$ cat src/rtl/code_lock_ctrl.sv
// Keypad lock FSM: digit entry/edit, key compare, error hold, alarm lockout, auto-relock, key change.
// Latency: every input pulse is reflected on the registered outputs one cycle after it is sampled.
// Backpressure: none; inputs are single-cycle event pulses, and events that are not honoured are dropped.
module code_lock_ctrl #(
    parameter int DIGITS         = 4,
    parameter int DIGIT_W        = 4,
    parameter int MAX_TRIES      = 3,
    parameter int ERR_HOLD       = 4,
    parameter int LOCKOUT_CYCLES = 16,
    parameter int UNLOCK_CYCLES  = 32,
    parameter logic [DIGITS*DIGIT_W-1:0] DEFAULT_KEY = 16'h1234
) (
    input  logic                        CLK,
    input  logic                        RESET_N,
    input  logic                        DIGIT_VALID,
    input  logic [DIGIT_W-1:0]          DIGIT_VAL,
    input  logic                        BTN_OK,
    input  logic                        BTN_BACK,
    input  logic                        BTN_ADMIN,
    input  logic                        BTN_CLEAR,
    output logic [2:0]                  STATE,
    output logic [DIGITS*DIGIT_W-1:0]   ENTRY,
    output logic [$clog2(DIGITS+1)-1:0] ENTRY_LEN,
    output logic [3:0]                  ERR_CNT,
    output logic                        UNLOCKED,
    output logic                        ALARM,
    output logic                        KEY_UPDATED
);

    localparam int EW    = DIGITS * DIGIT_W;
    localparam int LW    = $clog2(DIGITS + 1);
    localparam int TMAX0 = (ERR_HOLD > LOCKOUT_CYCLES) ? ERR_HOLD : LOCKOUT_CYCLES;
    localparam int TMAX  = (TMAX0 > UNLOCK_CYCLES) ? TMAX0 : UNLOCK_CYCLES;
    localparam int TW    = $clog2(TMAX + 1);

    localparam logic [2:0] S_WAIT   = 3'd0;
    localparam logic [2:0] S_INPUT  = 3'd1;
    localparam logic [2:0] S_ERROR  = 3'd2;
    localparam logic [2:0] S_ALARM  = 3'd3;
    localparam logic [2:0] S_UNLOCK = 3'd4;
    localparam logic [2:0] S_SETKEY = 3'd5;

    logic [2:0]    state_q,    state_d;
    logic [EW-1:0] entry_q,    entry_d;
    logic [LW-1:0] len_q,      len_d;
    logic [3:0]    err_cnt_q,  err_cnt_d;
    logic [EW-1:0] key_q,      key_d;
    logic [TW-1:0] timer_q,    timer_d;
    logic          key_upd_q,  key_upd_d;
    logic          unlocked_q, unlocked_d;
    logic          alarm_q,    alarm_d;

    logic          ev_clear, ev_ok, ev_back, ev_admin, ev_digit;
    logic          dig_acc, can_pop, len_full, full_match, timer_done;
    logic [EW-1:0] entry_push, entry_pop;
    logic [3:0]    err_inc;

    // Resolve simultaneous events into the single winning event and precompute datapath terms
    always_comb begin
        ev_clear   = BTN_CLEAR;
        ev_ok      = BTN_OK    & ~BTN_CLEAR;
        ev_back    = BTN_BACK  & ~BTN_OK & ~BTN_CLEAR;
        ev_admin   = BTN_ADMIN & ~BTN_BACK & ~BTN_OK & ~BTN_CLEAR;
        ev_digit   = DIGIT_VALID & ~BTN_ADMIN & ~BTN_BACK & ~BTN_OK & ~BTN_CLEAR;
        len_full   = (len_q == LW'(DIGITS));
        dig_acc    = ev_digit & ~len_full &
                     ({{(32-DIGIT_W){1'b0}}, DIGIT_VAL} <= 32'd9);
        can_pop    = ev_back & (len_q != '0);
        entry_push = (entry_q << DIGIT_W) | {{(EW-DIGIT_W){1'b0}}, DIGIT_VAL};
        entry_pop  = entry_q >> DIGIT_W;
        full_match = len_full & (entry_q == key_q);
        timer_done = (timer_q <= TW'(1));
        err_inc    = (err_cnt_q >= 4'(MAX_TRIES)) ? err_cnt_q : err_cnt_q + 4'd1;
    end

    // State and datapath registers, asynchronous reset to power-on values including the default key
    always_ff @(posedge CLK or negedge RESET_N) begin
        if (!RESET_N) begin
            state_q    <= S_WAIT;
            entry_q    <= '0;
            len_q      <= '0;
            err_cnt_q  <= '0;
            key_q      <= DEFAULT_KEY;
            timer_q    <= '0;
            key_upd_q  <= 1'b0;
            unlocked_q <= 1'b0;
            alarm_q    <= 1'b0;
        end else begin
            state_q    <= state_d;
            entry_q    <= entry_d;
            len_q      <= len_d;
            err_cnt_q  <= err_cnt_d;
            key_q      <= key_d;
            timer_q    <= timer_d;
            key_upd_q  <= key_upd_d;
            unlocked_q <= unlocked_d;
            alarm_q    <= alarm_d;
        end
    end

    // Next-state and datapath update; any transition to WAIT also empties the entry
    always_comb begin
        state_d   = state_q;
        entry_d   = entry_q;
        len_d     = len_q;
        err_cnt_d = err_cnt_q;
        key_d     = key_q;
        timer_d   = timer_q;
        key_upd_d = 1'b0;
        case (state_q)
            S_WAIT: begin
                if (dig_acc) begin
                    state_d = S_INPUT;
                    entry_d = entry_push;
                    len_d   = len_q + LW'(1);
                end
            end
            S_INPUT: begin
                if (ev_clear) begin
                    state_d = S_WAIT;
                    entry_d = '0;
                    len_d   = '0;
                end else if (ev_ok) begin
                    entry_d = '0;
                    len_d   = '0;
                    if (full_match) begin
                        state_d   = S_UNLOCK;
                        err_cnt_d = '0;
                        timer_d   = TW'(UNLOCK_CYCLES);
                    end else begin
                        err_cnt_d = err_inc;
                        if (err_inc == 4'(MAX_TRIES)) begin
                            state_d = S_ALARM;
                            timer_d = TW'(LOCKOUT_CYCLES);
                        end else begin
                            state_d = S_ERROR;
                            timer_d = TW'(ERR_HOLD);
                        end
                    end
                end else if (can_pop) begin
                    entry_d = entry_pop;
                    len_d   = len_q - LW'(1);
                end else if (dig_acc) begin
                    entry_d = entry_push;
                    len_d   = len_q + LW'(1);
                end
            end
            S_ERROR: begin
                if (ev_clear || timer_done) begin
                    state_d = S_WAIT;
                    timer_d = '0;
                end else begin
                    timer_d = timer_q - TW'(1);
                end
            end
            S_ALARM: begin
                // Lockout cannot be cut short by any button
                if (timer_done) begin
                    state_d   = S_WAIT;
                    err_cnt_d = '0;
                    timer_d   = '0;
                end else begin
                    timer_d = timer_q - TW'(1);
                end
            end
            S_UNLOCK: begin
                if (ev_clear) begin
                    state_d = S_WAIT;
                    timer_d = '0;
                end else if (ev_admin) begin
                    state_d = S_SETKEY;
                    entry_d = '0;
                    len_d   = '0;
                    timer_d = '0;
                end else if (timer_done) begin
                    state_d = S_WAIT;
                    timer_d = '0;
                end else begin
                    timer_d = timer_q - TW'(1);
                end
            end
            S_SETKEY: begin
                if (ev_clear) begin
                    state_d = S_WAIT;
                    entry_d = '0;
                    len_d   = '0;
                end else if (ev_ok) begin
                    entry_d = '0;
                    len_d   = '0;
                    if (len_full) begin
                        key_d     = entry_q;
                        key_upd_d = 1'b1;
                        state_d   = S_WAIT;
                    end
                end else if (can_pop) begin
                    entry_d = entry_pop;
                    len_d   = len_q - LW'(1);
                end else if (dig_acc) begin
                    entry_d = entry_push;
                    len_d   = len_q + LW'(1);
                end
            end
            default: begin
                state_d = S_WAIT;
                entry_d = '0;
                len_d   = '0;
                timer_d = '0;
            end
        endcase
    end

    // Status flags follow the next state so they line up with STATE on the outputs
    always_comb begin
        unlocked_d = (state_d == S_UNLOCK);
        alarm_d    = (state_d == S_ALARM);
    end

    assign STATE       = state_q;
    assign ENTRY       = entry_q;
    assign ENTRY_LEN   = len_q;
    assign ERR_CNT     = err_cnt_q;
    assign UNLOCKED    = unlocked_q;
    assign ALARM       = alarm_q;
    assign KEY_UPDATED = key_upd_q;

endmodule

$ cat config.mk
export PLATFORM = sky130hd
export DESIGN_NAME = code_lock_ctrl
export DESIGN_NICKNAME = d
export VERILOG_FILES = /design/src/rtl/code_lock_ctrl.sv
export SDC_FILE = /design/constraint.sdc
export NUM_CORES = 1
export LEC_CHECK = 0
export CORE_MARGIN = 4
export CORE_UTILIZATION = 40
export CTS_BUF_LIST = sky130_fd_sc_hd__clkbuf_2
export DETAILED_ROUTE_END_ITERATION = 10
export GPL_TIMING_DRIVEN = 0
export PLACE_DENSITY_LB_ADDON = 0.15
export SYNTH_ARGS = -nofsm -noshare
export SYNTH_HDL_FRONTEND = slang
export SYNTH_SLANG_ARGS = --single-unit
$ cat constraint.sdc
create_clock -name CLK -period 4.5 [get_ports CLK]
set_input_delay 0.9 -clock CLK [delete_from_list [all_inputs] [get_ports CLK]]
set_output_delay 0.9 -clock CLK [all_outputs]
set_load 0.005 [all_outputs]
Word level (Yosys, flattened, before mapping)
Index checks and enable logic that the tools add are counted.

Add/sub/neg operators: 4. $lt $le $gt $ge: 3. Reduce and logical (&&, ||, !) cells: 11. Eq/ne operators: 15. Bitwise gates (word level): 22. Muxes and demuxes: 46.

Operator list (count): $mux W16 (6); $pmux W16 S4 (1); $mux W3 (17); $mux W6 (7); $pmux W6 S5 (1); $mux W4 (5); $pmux W3 S6 (1); $eq A16 B16 Y1 (1); $or A16 B4 Y16 (1); $and A1 B1 Y1 (14); $eq A3 B3 Y1 const B (4); $pmux W3 S4 (1); $ne A2 B2 Y1 const B (5); $eq A3 B2 Y1 const B (3); $pmux W4 S2 (1); $reduce_and A4 Y1 (2); $not A1 Y1 (7); $le A6 B1 Y1 const B (1); $reduce_and A3 Y1 (2); $reduce_or A2 Y1 (3); $sub A6 B1 Y6 const B (1); $mux W1 (5); $mux W5 (1); $add A4 B1 Y4 const B (1); 10 further kinds (10).

Logic and storage cells: 110. Input port bits: 11. Output and inout bits: 29. Flip-flop bits (word level): 51.

Logic depth before layout (Yosys ltp)
Depth after elaboration: 12. Depth in mapped cells: 9. Gate-level depth less buffers: 7.

Worst setup path before layout
Ideal clock, no wire load.

Path kind: input-to-reg. Start: in BTN_CLEAR. End: reg key_q[10]. Arrival: 2.200 ns. Required time: 4.375 ns. Path slack: 2.175 ns. Setup time: 0.125 ns. Stages: 5. Buffers on the path: 2. Path through: buf_2 nand2b_4 nor4_4 buf_4 mux2_2.

Word-level cells in the longest chain between the ends: 3.

Ends and longest elaborated chain: start: declaration (RTL line 20) `input logic BTN_CLEAR,`; $not A1 Y1 (no source line) (*); $and A1 B1 Y1 (RTL line 61) `ev_ok = BTN_OK & ~BTN_CLEAR;`; $reduce_and A4 Y1 (no source line) (*); end signal: assignment (RTL line 93) `key_q <= key_d;`; end: declaration (RTL line 47) `logic [EW-1:0] key_q, key_d;`.

Mark *: on every way between the ends. The rest lies on a longest branch, timed or not. A chain may end at the register's enable or synchronous reset.

Final worst setup path
Start: in BTN_CLEAR. End: reg key_q[6].

The elaborated chain is that of the path after synthesis.

==> summary.txt <==
status = completed
RSZ-0062 raised after global routing = no
Cells after Synth = 306
IR drop worst, VDD = 0.000137 V
net count after synthesis = 323
critical path's largest stage delay = 0.60 ns
# DRC = 0
WS Path Type = in2reg
clock group share of total power = 23.7%
Worst EP required = 4.87 ns
P_int = 714 uW
clock skew = 0.00849 ns
# hold bufs at CTS = 0
Final period util = 59.4%
first-pass iteration count of the detailed router = 4
core footprint = 7370 sq um
Hold Slack = 0.318 ns
Worst R2R Path Depth = 7
r2r endpoint = ENTRY[6]
leakage power = 0.00161 uW
Yosys reg bits = 51
port bufs = 39
die extent in x = 95.7 um
PwrDens = 287 nW/um^2
wire per inst = 16.7 um
Slowest cell on crit path = nor4_4
Routed Antenna Nets = 0
most instantiated cells after synthesis = dfrtp_1, nand2_1, inv_1
Ports = 40
minimum clock period = 2.67 ns
# Post-CTS Setup Buffers = 0
initial antenna violation count = 0
Crit Path Max Fanout = 10
CTS max path bufs = 2
Area growth syn-to-layout = 19.4%
combinational share of power = 25.1%
vias in the first global route = 2463
H-tree depth = 2
Site Rows = 31
Slew @ Worst Pin = 0.680 ns
area share of the largest cell type after synthesis = 37.4%
Distinct cells, synth = 60
Die ar. = 9160 sq um
CP Launch Type = input pin
post-cts resize count = 0
top post-synthesis cells by area = dfrtp_1, mux2_2, dfstp_2, xor2_1, a221o_1
fill cell count = 699
TritonCTS clock tree = done
Worst Path Buf+Inv = 3
Crit path max-delay family = buffers and inverters
Max Freq = 0.374 GHz
Num Clock Sinks = 51
Initial Util = 41.7%
Register Area = 1280 sq um
Max-cap violations = 0
Die Height = 95.7 um
Clk pin slew, worst setup/hold paths = 0.26 ns
later-pin clock latency in the skew report = 0.45 ns
Nets = 370
Avg Vias per Cell = 5.54
final hold violation count = 0
pre-CTS setup slack = 1.33 ns
Synth Flop Type = dfrtp_1
Post-Syn Area per Cell = 10.1 sq um
Setup violations, final = 0
total grt overflow = 0
CP Cell Sequence = clkdlybuf4s50_1 > buf_2 > nand2b_4 > nor4_4 > buf_4 > mux2_2
worst reg2reg path startpoint = ENTRY_LEN[0]
CTS buffer count = 5
Hold WC Path Type = in2async
flop-to-flop setup slack = 2.14 ns
slew margin rel. = 54.3%
Async SR Flop Fraction = 100%
post-synth top area cell = dfrtp_1
n_diodes = 0
pin count of the biggest net entering global routing = 37
hpwl dp = 5.62 mm
CP Data Arrival Time = 3.05 ns
share of layout cells above drive strength 1 = 15.8%
routability cong. = 0.853
Ys Warns = 0
fin. max-slew vios = 0
Levels on crit path = 6
fin util = 49.8%
Post-Syn Area = 3080 sq um
drt first-iter violations = 140
final WL = 7.57 mm
number of synthesized flops with an enable pin = 0
fin worst setup slack = 1.83 ns
sequential fraction of design power = 51.2%
Setup TNS = 0 ns
count leader, synth = dfrtp_1
first-pass GRT wire length = 12.6 mm
Multi-input gate area = 1620 sq um
root buf cell = clkbuf_2
crit path capture type = register
DR vias = 2509
GRT Overall Usage = 17.8%
Seq/Total Area, Yosys = 41.7%
Switching Share = 32.3%
sw power = 341 uW
-- placed cells by master, fill, tap and decap left out, drive strengths merged, types with 10 or more instances in the layout --
cell           netlist  layout
nor2                14      14
o21ai               21      21
inv                 22      23
clkdlybuf4s50        0      38
a221o               10      10
nand2               23      23
mux2                17      17
a21oi               13      13
dfrtp               46      46
buf                 11      13
xor2                12      12
-- worst max path at each step --
stage	slack, ns	from	end
after detailed placement	1.33	BTN_CLEAR	key_q[8]
after floorplan	2.18	BTN_CLEAR	key_q[10]
after global placement	0.95	RESET_N	key_q[13]
after global routing	1.77	BTN_OK	ALARM
final	1.83	BTN_CLEAR	key_q[6]
after CTS	1.86	BTN_CLEAR	key_q[8]
-- stage by stage --
| stage | cell area, sq um | power, uW | std cells |
|---|---|---|---|
| 6_report | 3670 | 1060 | 453 |
| 4_1_cts | 3670 | 1070 | 453 |
| 3_3_place_gp | 3590 | 810 | 444 |
| 5_1_grt | 3670 | 1130 | 453 |
| 3_5_place_dp | 3600 | 814 | 445 |
| 2_1_floorplan | 3080 | 698 | 306 |
-- final cells by class --
cell class              count  area share [%]
repair buffers             40            11.0
multi-input cells         218            44.2
clock buffers               5           0.681
flip-flops and latches     51            34.9
well taps                  99            3.37
inverters                  22            2.25
clock inverters             3            1.16
plain buffers              15            2.35
-- power by group through the flow --
stage / clock network [uW] / logic (uW) / registers, uW
finish: 250 / 265 / 540
global route: 282 / 299 / 549
CTS: 263 / 268 / 541
detailed placement: 0 / 266 / 549
global placement: 0 / 261 / 548
floorplan: 0 / 162 / 536
-- metal layers --
metal	track usage (%)	vias up	wire, um	part of all wire [%]
met5	0	-	0	0
met4	4.38	0	70	0.92
met3	2.92	6	309	4.1
met2	26.7	61	3430	45
met1	26.5	1217	3760	50
li1	-	1225	-	-
-- registers in the layout, indices dropped and copies added, names as in the netlist --
name	count
ENTRY_LEN	3
UNLOCKED	1
key_q	16
STATE	3
ERR_CNT	4
timer_q	6
KEY_UPDATED	1
ALARM	1
ENTRY	16
-- logic make-up after synthesis --
| family | after synthesis | synth area share [%] |
|---|---|---|
| xor gates and xnor gates | 17 | 4.84 |
| AOI/OAI and AO/OA | 85 | 20.3 |
| adders and majority gates | 6 | 2.44 |
| buffers and inverters | 37 | 5.49 |
| muxes | 26 | 9.15 |
| and+or+nand+nor | 84 | 16.0 |
| DFF | 51 | 41.7 |
(Power assumes the default switching activity.)
==> patch 1, RTL diff (config.mk and constraints unchanged) <==
The parameter `DIGITS` goes from 4 to 8.
--- a/src/rtl/code_lock_ctrl.sv
+++ b/src/rtl/code_lock_ctrl.sv
@@ -4,3 +4,3 @@
 module code_lock_ctrl #(
-    parameter int DIGITS         = 4,
+    parameter int DIGITS         = 8,
     parameter int DIGIT_W        = 4,
Ports: changed (resized ENTRY and ENTRY_LEN); port bits go from 40 to 57. No check against the original RTL was run, so the function may have changed too.
==> patch 1 against the unedited design <==
Register-to-register slack worse by 0.15 ns; highest routed layer unchanged; power increased by 48%; wire length is 53% higher; synthesized area increased by 46%; fmax fell by 3.3%; sequential cell count grew 33; synthesized cell count rose by 34%; setup slack got worse by 0.092 ns; largest cell class unchanged; final area up 46%.
==> patch 1: results (changes against the unedited design) <==
Detailed routing
  – Initial DRC count: 208 (was 140)
  – Met2 WL: 5.290 mm (was 3.425 mm)
  – Routed met1 length: 5.672 mm (was 3.764 mm)
  – Drt wl/cell: 18.62 um (was 16.71 um)
  – Detailed Route WL: 11.58 mm (was 7.570 mm)

Global route
  – Vias in the first global route: 3401 (was 2463)
  – Largest net degree at the start of global routing: 49 (was 37)
  – First-pass GRT wire length: 18.46 mm (was 12.56 mm)
  – Total track usage: 0.1831 (was 0.1775)

STA
  – Final WS setup: 1.733 ns (was 1.825 ns)
  – Least-Margin Pin Slew: 1.004 ns (was 0.6798 ns)

Place
  – RePlAce Congestion: 0.8800 (was 0.8532)
  – Setup WS pre-CTS: 1.127 ns (was 1.331 ns)
  – Post-DP HPWL: 8.307 mm (was 5.615 mm)
  – Port Buffers: 56 (was 39)

Worst setup path
  – Worst r2r path cells: 9 (was 7)
  – Setup crit start: BTN_OK (was BTN_CLEAR)
  – Critical Path Slowest Stage Cell: clkdlybuf4s50_1 (was nor4_4)
  – Slowest Stage Delay on Critical Path: 0.54 ns (was 0.60 ns)

Layout
  – Nets: 493 (was 370)

CTS
  – Max H-tree Level: 3 (was 2)

Power and ir drop
  – Leakage Power: 2.619 nW (was 1.608 nW)
  – Register share of total power: 0.542 (was 0.512)
  – Combinational Power Share: 0.189 (was 0.251)
  – Total power: 1.560 mW (was 1.055 mW)

Synth
  – Post-synthesis mux area share: 0.08273 (was 0.09154)
  – Compound-Gate Fraction of Synth Area: 0.1509 (was 0.2034)
  – Part of the Yosys area used for sequential elements: 0.4709 (was 0.4170)

Outcome
  – Status: complete, no violations (unchanged)
patch 1: cell types whose count changed in the layout (fill, tap and decap cells not counted), moves of 5 or more:
| cell | unedited run | this run |
|---|---|---|
| mux2i_1 | 9 | 1 |
| clkdlybuf4s50_1 | 38 | 55 |
| xor2_1 | 12 | 32 |
| mux2_2 | 17 | 32 |
| a221o_1 | 10 | 28 |
| nor2_1 | 13 | 18 |
| inv_1 | 21 | 11 |
| nor4_1 | 3 | 15 |
| and2_1 | 1 | 29 |
| a221oi_1 | 9 | 1 |
| dfrtp_1 | 46 | 79 |
| nor3_1 | 8 | 13 |
patch 1: area by class of cell:
| class | count | area [um2] |
|---|---|---|
| repair buffers | 57 | 585.6 |
| fillers | 1031 | 5532 |
| clock inverters | 7 | 73.82 |
| clock buffers | 9 | 45.04 |
| well taps | 140 | 175.2 |
| flip-flops and latches | 84 | 2108 |
| multi-input cells | 296 | 2221 |
| plain buffers | 18 | 106.4 |
| inverters | 11 | 41.29 |
==> patch 2, RTL diff (config.mk and constraints unchanged) <==
Made on the original files. Register the output `ERR_CNT` once more, without a reset; this adds one clock of latency there. The other outputs are not delayed to match.
--- a/src/rtl/code_lock_ctrl.sv
+++ b/src/rtl/code_lock_ctrl.sv
@@ -220,3 +220,5 @@
     assign ENTRY_LEN   = len_q;
-    assign ERR_CNT     = err_cnt_q;
+    always_ff @(posedge CLK) begin
+        ERR_CNT <= err_cnt_q;
+    end
     assign UNLOCKED    = unlocked_q;
Formal check against the unedited RTL: not equivalent (a bounded check fails within 4 cycles, from zero or initial values and one cycle with RESET_N low).
==> patch 2 against the unedited design <==
Setup slack got worse by 0.013 ns; synthesized cell count shrank 4.2%; power increased by 22%; largest power group unchanged; wire length shrank 9.7%; sequential cell count increased by 4; largest cell class unchanged; synthesized area is 2.4% lower; final area fell by 2.3%; fmax is 0.47% lower.
==> patch 2: results (changes against the unedited design) <==
Synth
  – Syn Nets: 310 (was 323)
  – Synth unique cells: 56 (was 60)
  – Fraction of registers with async set or reset after synthesis: 0.9273 (was 1.000)
  – Largest cells by area after synthesis: dfrtp_1 (38%), mux2_2 (5.6%), xor2_1 (5.0%) (was dfrtp_1 (37%), mux2_2 (6.2%), dfstp_2 (4.3%))
  – Commonest cells in the netlist: dfrtp_1 (46), nand2_1 (23), nor2_1 (19) (was dfrtp_1 (46), nand2_1 (22), inv_1 (21))
  – Synth Warn #: 0 (unchanged)
  – Part of the Yosys area used for sequential elements: 0.4541 (was 0.4170)

Detailed routing
  – Detailed Routing Iterations Pass 1: 4 (unchanged)
  – Drt wl/cell: 15.57 um (was 16.71 um)
  – Antenna-violating nets left: 0 (unchanged)
  – Total number of vias: 2397 (was 2509)
  – Initial DRC count: 122 (was 140)

Global route
  – Largest net degree at the start of global routing: 36 (was 37)
  – Gr ovfl total: 0 (unchanged)
  – First-pass GRT wire length: 11.64 mm (was 12.56 mm)
  – Total track usage: 0.1643 (was 0.1775)
  – Initial antenna violation count: 0 (unchanged)
  – Vias in the first global route: 2287 (was 2463)

Place
  – Post-DP HPWL: 5.111 mm (was 5.615 mm)
  – Port Buffers: 38 (was 39)
  – RePlAce Congestion: 0.8269 (was 0.8532)
  – Setup WS pre-CTS: 1.280 ns (was 1.331 ns)

CTS
  – Clk pin slew, worst setup/hold paths: 0.28 ns (was 0.26 ns)
  – Post-CTS Setup Repair Bufs: 0 (unchanged)
  – Max H-tree Level: 2 (unchanged)
  – Worst-Skew Late Latency: approximately 0.44 ns
  – CTS Buf Count: 5 (unchanged)
  – Clock root cell: clkbuf_2 (unchanged)
  – Resized Gates After CTS: 0 (unchanged)
  – Bufs on Longest Clock Path: 2 (unchanged)

Worst setup path
  – R2R setup slack: 2.11 ns (was 2.14 ns)
  – CP arrival: 3.05 ns (about the same)
  – Largest fanout on the critical path: 10 (unchanged)
  – Critical Path Start Type: primary input (unchanged)
  – Setup crit end: key_q[6]$_DFFE_PN0P_ (unchanged)
  – R2r startpoint: ENTRY_LEN[0]$_DFFE_PN0P_ (unchanged)
  – Worst reg2reg path endpoint: ENTRY_LEN[1]$_DFFE_PN0P_ (was ENTRY[6]$_DFFE_PN0P_)
  – Worst r2r path cells: 9 (was 7)

Layout
  – Layout cell share with drive strength beyond 1: 0.1500 (was 0.1582)
  – Nets: 356 (was 370)
  – Ant. Diodes: 0 (unchanged)

Power and ir drop
  – Worst vdd ir: 0.0001846 V (was 0.0001370 V)
  – Net Switching: 0.4428 mW (was 0.3414 mW)
  – Leakage Power: 1.704 nW (was 1.608 nW)

STA
  – Worst Skew: 0.01586 ns (was 0.008492 ns)
  – Max Freq: 372.1 MHz (was 373.9 MHz)
  – Slew headroom: 0.3481 (was 0.5434)

Min path
  – HP Class: primary input to async pin (unchanged)

Outcome
  – Status: complete, no violations (unchanged)
-- patch 2: layout make-up --
| class | instances | area (um2) |
|---|---|---|
| buffer | 14 | 78.83 |
| clock buffer | 6 | 30.03 |
| clock inverter | 2 | 37.54 |
| fill | 680 | 3666 |
| inverter | 12 | 45.04 |
| multi-input combinational | 212 | 1514 |
| sequential | 55 | 1363 |
| tap | 99 | 123.9 |
| timing repair buffer | 39 | 395.4 |
-- patch 2: through the flow --
stage	std cells	area, um2	hold WS (ns)
6_report	439	3587	0.3234
4_1_cts	439	3587	0.3094
3_3_place_gp	430	3505	0.4002
3_5_place_dp	431	3520	0.3994
5_1_grt	439	3587	0.3021
2_1_floorplan	293	3000	0.3756
-- patch 2: power by group through the flow --
stage,sequential (mW),clock (mW),combinational [mW]
after floorplan,0.618,0,0.263
after global placement,0.632,0,0.413
after detailed placement,0.632,0,0.421
after CTS,0.625,0.264,0.422
after global routing,0.637,0.283,0.463
final,0.623,0.252,0.417
-- patch 2: cells by family (layout without fill, tap and decap cells) --
family                   count (synthesis)  after routing  synth area share
AO/OA/AOI/OAI                           82             82            0.1977
multiplexers                            17             17           0.06339
adder cells (fa/ha/maj)                  6              6           0.02502
buffers and inverters                   26             73           0.04128
AND/OR/NAND/NOR                         87             87            0.1601
flip-flops                              55             55            0.4541
XOR/XNOR                                20             20           0.05838
-- patch 2: critical path, stage by stage --
cell	delay, ns
clkdlybuf4s50_1	0.42
buf_4	0.19
nand2b_1	0.21
nor4_4	0.66
buf_4	0.31
mux2_2	0.34
-- patch 2: layer usage --
layer  GRT usage  part of all wire  vias up
li1            -                 -     1171
met1      0.2469              0.49     1157
met2      0.2454              0.44       63
met3     0.02550             0.052        6
met4     0.04327             0.012        0
met5           0                 0        -
